[config.mk]
export PLATFORM = sky130hd
export DESIGN_NAME = sal_axi_apb_ports
export DESIGN_NICKNAME = d
export VERILOG_FILES = /design/src/rtl/sal_axi_apb_ports.sv
export SDC_FILE = /design/constraint.sdc
export NUM_CORES = 1
export LEC_CHECK = 0
export BUFFER_PORTS_ARGS = -buffer_cell sky130_fd_sc_hd__buf_2
export CAP_MARGIN = 15
export CORE_MARGIN = 2
export CORE_UTILIZATION = 50
export CTS_CLUSTER_DIAMETER = 40
export DETAILED_ROUTE_END_ITERATION = 12
export HOLD_SLACK_MARGIN = 0.02
export PLACE_DENSITY = 0.77
export SLEW_MARGIN = 25
export SYNTH_ARGS = -nofsm -noshare
export SYNTH_HDL_FRONTEND = slang
export SYNTH_SLANG_ARGS = --single-unit
[constraint.sdc]
create_clock -name clk -period 2.6 [get_ports clk]
set_input_delay 0 -clock clk [delete_from_list [all_inputs] [get_ports clk]]
set_output_delay 0 -clock clk [all_outputs]
set_load 0.05 [all_outputs]
[src/rtl/sal_axi_apb_ports.sv]
// AXI address and write-response skid buffers with an APB status/scratch register block.
// Each buffer holds two entries in order, with registered ready and valid.
`timescale 1ns/1ps

module sal_skid2 #(
  parameter int W = 8
) (
  input  logic         clk,
  input  logic         rst_n,
  input  logic         in_valid_i,
  output logic         in_ready_o,
  input  logic [W-1:0] in_data_i,
  output logic         out_valid_o,
  input  logic         out_ready_i,
  output logic [W-1:0] out_data_o
);
  logic [1:0]   cnt_q, cnt_d;
  logic         rdy_q, vld_q;
  logic [W-1:0] e0_q, e1_q;
  logic         push, pop;

  assign push = in_valid_i & rdy_q;
  assign pop  = vld_q & out_ready_i;

  always_comb begin
    cnt_d = cnt_q;
    if (push && !pop)      cnt_d = cnt_q + 2'd1;
    else if (!push && pop) cnt_d = cnt_q - 2'd1;
  end

  // Ready and valid are both derived from the next occupancy, so neither has a combinational input path.
  always_ff @(posedge clk) begin
    if (!rst_n) begin
      cnt_q <= 2'd0;
      rdy_q <= 1'b0;
      vld_q <= 1'b0;
    end else begin
      cnt_q <= cnt_d;
      rdy_q <= (cnt_d != 2'd2);
      vld_q <= (cnt_d != 2'd0);
    end
  end

  // e0 is always the oldest entry; a pop with one held and a push refills e0 directly.
  always_ff @(posedge clk) begin
    if (push && (cnt_q == 2'd0 || pop)) e0_q <= in_data_i;
    else if (pop)                       e0_q <= e1_q;
    if (push && !pop && cnt_q == 2'd1)  e1_q <= in_data_i;
  end

  assign in_ready_o  = rdy_q;
  assign out_valid_o = vld_q;
  assign out_data_o  = e0_q;
endmodule

module sal_axi_apb_ports #(
  parameter int ID_W    = 4,
  parameter int ADDR_W  = 32,
  parameter int PADDR_W = 12
) (
  input  logic               clk,
  input  logic               rst_n,
  input  logic               s_a_valid,
  output logic               s_a_ready,
  input  logic [ID_W-1:0]    s_a_id,
  input  logic [ADDR_W-1:0]  s_a_addr,
  input  logic [7:0]         s_a_len,
  input  logic [2:0]         s_a_size,
  input  logic [1:0]         s_a_burst,
  output logic               m_a_valid,
  input  logic               m_a_ready,
  output logic [ID_W-1:0]    m_a_id,
  output logic [ADDR_W-1:0]  m_a_addr,
  output logic [7:0]         m_a_len,
  output logic [2:0]         m_a_size,
  output logic [1:0]         m_a_burst,
  input  logic               m_b_valid,
  output logic               m_b_ready,
  input  logic [ID_W-1:0]    m_b_id,
  input  logic [1:0]         m_b_resp,
  output logic               s_b_valid,
  input  logic               s_b_ready,
  output logic [ID_W-1:0]    s_b_id,
  output logic [1:0]         s_b_resp,
  input  logic               psel,
  input  logic               penable,
  input  logic               pwrite,
  input  logic [PADDR_W-1:0] paddr,
  input  logic [31:0]        pwdata,
  output logic [31:0]        prdata,
  output logic               pready,
  output logic               pslverr
);
  localparam int AW = ID_W + ADDR_W + 13;
  localparam int BW = ID_W + 2;
  localparam logic [PADDR_W-1:0] REG_ID  = PADDR_W'(32'h00);
  localparam logic [PADDR_W-1:0] REG_SCR = PADDR_W'(32'h04);
  localparam logic [PADDR_W-1:0] REG_AC  = PADDR_W'(32'h08);
  localparam logic [PADDR_W-1:0] REG_BC  = PADDR_W'(32'h0C);
  localparam logic [PADDR_W-1:0] REG_ERR = PADDR_W'(32'h10);

  logic [AW-1:0] a_in, a_out;
  logic [BW-1:0] b_in, b_out;

  assign a_in = {s_a_id, s_a_addr, s_a_len, s_a_size, s_a_burst};
  assign {m_a_id, m_a_addr, m_a_len, m_a_size, m_a_burst} = a_out;
  assign b_in = {m_b_id, m_b_resp};
  assign {s_b_id, s_b_resp} = b_out;

  sal_skid2 #(.W(AW)) u_a_buf (
    .clk(clk), .rst_n(rst_n),
    .in_valid_i(s_a_valid), .in_ready_o(s_a_ready), .in_data_i(a_in),
    .out_valid_o(m_a_valid), .out_ready_i(m_a_ready), .out_data_o(a_out)
  );

  sal_skid2 #(.W(BW)) u_b_buf (
    .clk(clk), .rst_n(rst_n),
    .in_valid_i(m_b_valid), .in_ready_o(m_b_ready), .in_data_i(b_in),
    .out_valid_o(s_b_valid), .out_ready_i(s_b_ready), .out_data_o(b_out)
  );

  logic [31:0] scr_q, scr_d, acnt_q, acnt_d, bcnt_q, bcnt_d;
  logic [1:0]  err_q, err_d, err_set, err_clr;
  logic        access, rd_err, wr_en;
  logic [31:0] rd_data;

  assign access = psel & penable;

  always_comb begin
    rd_data = 32'd0;
    rd_err  = 1'b0;
    if (access) begin
      case (paddr)
        REG_ID:  rd_data = 32'h5341_0001;
        REG_SCR: rd_data = scr_q;
        REG_AC:  rd_data = acnt_q;
        REG_BC:  rd_data = bcnt_q;
        REG_ERR: rd_data = {30'd0, err_q};
        default: rd_err  = 1'b1;
      endcase
    end
  end

  assign prdata  = rd_data;
  assign pslverr = rd_err;
  assign pready  = 1'b1;
  assign wr_en   = access & pwrite & ~rd_err;

  always_comb begin
    scr_d   = (wr_en && paddr == REG_SCR) ? pwdata : scr_q;
    acnt_d  = (m_a_valid && m_a_ready) ? acnt_q + 32'd1 : acnt_q;
    bcnt_d  = (s_b_valid && s_b_ready) ? bcnt_q + 32'd1 : bcnt_q;
    err_set = {s_a_valid && s_a_ready && s_a_burst == 2'b11,
               s_b_valid && s_b_ready && s_b_resp != 2'b00};
    err_clr = (wr_en && paddr == REG_ERR) ? pwdata[1:0] : 2'b00;
    // Set is OR-ed in after the clear so a coincident event is never lost.
    err_d   = (err_q & ~err_clr) | err_set;
  end

  always_ff @(posedge clk) begin
    if (!rst_n) begin
      scr_q  <= 32'd0;
      acnt_q <= 32'd0;
      bcnt_q <= 32'd0;
      err_q  <= 2'b00;
    end else begin
      scr_q  <= scr_d;
      acnt_q <= acnt_d;
      bcnt_q <= bcnt_d;
      err_q  <= err_d;
    end
  end
endmodule

==> out/metrics.cfg <==
[synthesis]
netlist_area_um2=9809
async_reset_ff_share_pct=0
synth_edf_count=110
yosysWarnings=0
synthCells=898
synth_nets=1012
avgSynthCellArea_um2=10.92
yosysUniqueCellTypes=53
synth-seq-cells=216
synth-seq-area-share_pct=55.31
synth-main-ff-cell=edfxtp_1

[setup_path]
r2r-end=acnt_q[28]
cp-start-kind=flop
end_kind=flop
r2r_start=acnt_q[0]
r2r_setup_slack_ns=0.39
cp.required_ns=3.07
worstRegToRegCells=5
worstPathArrival_ns=2.68
critPathMaxFanout=18
crit_type=flop to flop

[die]
dieHeight_um=144.1
num_io_pins=201
die-area_um2=20750
core_area_um2=19330
dieWidth_um=144.1
initial_core_util_pct=50.73
rows=51

[timing]
slew_violations=0
slew_headroom_pct=57.54
finalSetupTns_ns=0
report.final.hold_viol_count=0
skew_ns=0.01088
layout_worst_path_cycle_share_pct=85.16
worstMarginPinSlew_ns=0.6369
max_freq_ghz=0.4516
rsz0062_at_grt=no
period_needed_ns=2.214
setup_viol_count_final=0

[placement]
hpwlAfterDp_um=16560
io_buffers=199
gp_congestion=0.8888
place_area_um2=11030

[status]
status=finished clean

[clock_network]
cts_hold_buf=105
htree_levels=1
clock_latency_ns=0.55
cts_tree=built
clockBufferDepth=3
clkTransAtPathRegs_ns=0.06
cts_root_buf=clkbuf_16
cts.sink_count=216
post_cts_resize_count=0
cts_buffers=30
post-cts-setup-buffers=0

[route]
vias=8298
post_drt_wl_per_cell_um=18.14
drt_iter0_drc=608
viasPerCell=5.633
postRouteAntennaNets=0
finalWirelength_um=26730
dr.pass1.iters=5
remaining_drc_errors=0

[grt]
first_global_vias=7922
track_usage_pct=24.77
antenna_found_initial=0
grt_pass1_wl_um=40610
grt_max_degree=64
gr-total-overflow=0

[power]
ir_drop_v=0.0005057
power_frac_clock_pct=37.3
p_leak_nw=4.815
p_seq_share_pct=40.1
powerDensity_nw_per_um2=804.7
p_int_mw=7.075
p_sw_mw=3.440
share_comb_of_total_power_pct=22.7
swShare_pct=32.72

[finish]
regArea_um2=5425
area_growth_pct=33.20
final_cell_mix=199 x buf_2, 110 x edfxtp_1, 106 x dfxtp_1
final_common_cell=buf_2
fillers=1388
stdcell_area_um2=13070
final_core_util_pct=67.58
drive_gt1_share_pct=29.22
multi_input_area_um2=4051
insertedDiodeCount=0
fin_nets=1298

[run]
maxCapViolCount=0

[min_path]
min_from=pwrite
hold_depth=4
hold_path.class=input pin to flop
min_to=scr_q[0]

## sequential cells by signal, summed over array words and instances (netlist names)
register / cells
u_a_buf.in_ready_o: 1
acnt_q: 32
scr_q: 32
u_a_buf.out_data_o: 49
bcnt_q: 32
u_a_buf.out_valid_o: 1
u_b_buf.out_data_o: 6
u_b_buf.e1_q: 6
err_q: 2
u_b_buf.cnt_q: 2
u_a_buf.cnt_q: 2
u_a_buf.e1_q: 49
u_b_buf.out_valid_o: 1
u_b_buf.in_ready_o: 1
## power groups by stage
| stage | sequential [mW] | combinational [mW] | clock, mW |
|---|---|---|---|
| floorplan | 5.16 | 0.746 | 0 |
| global placement | 4.26 | 2.22 | 0 |
| detailed placement | 4.27 | 2.25 | 0 |
| CTS | 4.20 | 2.37 | 3.97 |
| global route | 4.24 | 2.53 | 4.13 |
| finish | 4.21 | 2.38 | 3.92 |
## cell families after synthesis
| family | after synthesis | synth area share (%) |
|---|---|---|
| AO/OA/AOI/OAI | 177 | 10.70 |
| XOR/XNOR | 25 | 2.232 |
| adder cells (fa/ha/maj) | 7 | 0.8673 |
| buffers and inverters | 82 | 3.571 |
| flip-flops | 216 | 55.31 |
| multiplexers | 99 | 11.07 |
| other | 1 | 0.03823 |
| AND/OR/NAND/NOR | 291 | 16.21 |
## cell type report
cell class,count,area share (%)
multi-input combinational,600,31.01
clock inverter,22,1.647
timing repair buffer,320,16.97
clock buffer,34,5.860
inverter,16,0.4596
sequential,216,41.52
tap,265,2.538
## critical path, cell delays in order, from the launching register on
cell,delay [ns]
dfxtp_1,0.38
ha_1,0.21
nand4_1,0.14
or4_1,0.70
or4_1,0.55
a21oi_1,0.15
## worst max path at each step
| stage | from | to | slack (ns) | cells past startpoint |
|---|---|---|---|---|
| 2_1_floorplan | u_a_buf.out_valid_o | u_a_buf.out_data_o[0] | 0.04 | 5 |
| 3_3_place_gp | acnt_q[0] | acnt_q[28] | 0.47 | 5 |
| 3_5_place_dp | acnt_q[4] | acnt_q[28] | 0.43 | 4 |
| 4_1_cts | acnt_q[0] | acnt_q[28] | 0.38 | 5 |
| 5_1_grt | u_b_buf.out_valid_o | bcnt_q[24] | 0.18 | 4 |
| 6_report | acnt_q[0] | acnt_q[28] | 0.39 | 5 |
## per-layer routing
| metal | track usage (%) | up-vias | wire length [um] |
|---|---|---|---|
| li1 | - | 3970 | - |
| met1 | 31.57 | 3909 | 11080 |
| met2 | 43.01 | 363 | 12980 |
| met3 | 4.205 | 56 | 1959 |
| met4 | 7.998 | 0 | 707 |
| met5 | 0 | - | 0 |
## cell usage after synthesis (all sizes together) (2+ instances only)
cell         count  area (um^2)
o21ai           51        255.2
dfxtp          106         2122
nand2b          14        87.58
a311oi           3        26.28
a22oi           24        180.2
nor3             7        35.03
or3             11        68.82
ha               6        75.07
a21oi           65        325.3
xnor2           11        96.34
nand3           22        110.1
o31ai           15        112.6
and3             3        18.77
nor2b            2        12.51
dlygate4sd1      2        17.52
nand4           57        369.1
mux2            76        855.8
a31oi            3        18.77
or4             17        131.4
xor2            14        122.6
a211oi           7        52.55
buf             11        63.81
nor2            56        210.2
edfxtp         110         3303
and4            14        123.9
a21o             3        22.52
mux2i           23        230.2
and2            11        68.82
clkbuf          53        209.0
nand3b           2        15.01
nand2           53        198.9
inv             15        56.30
nor4            20        125.1
## through the flow
step	total power [mW]	worst slack [ns]	cells	hold slack [ns]
5_1_grt	10.90	0.1846	1473	0.1193
3_5_place_dp	6.521	0.4278	1312	0.1920
3_3_place_gp	6.478	0.4736	1312	0.1905
6_report	10.51	0.3858	1473	0.1363
2_1_floorplan	5.907	0.04031	898	0.09773
4_1_cts	10.54	0.3755	1473	0.1028
Power figures use the tool's default switching activity.
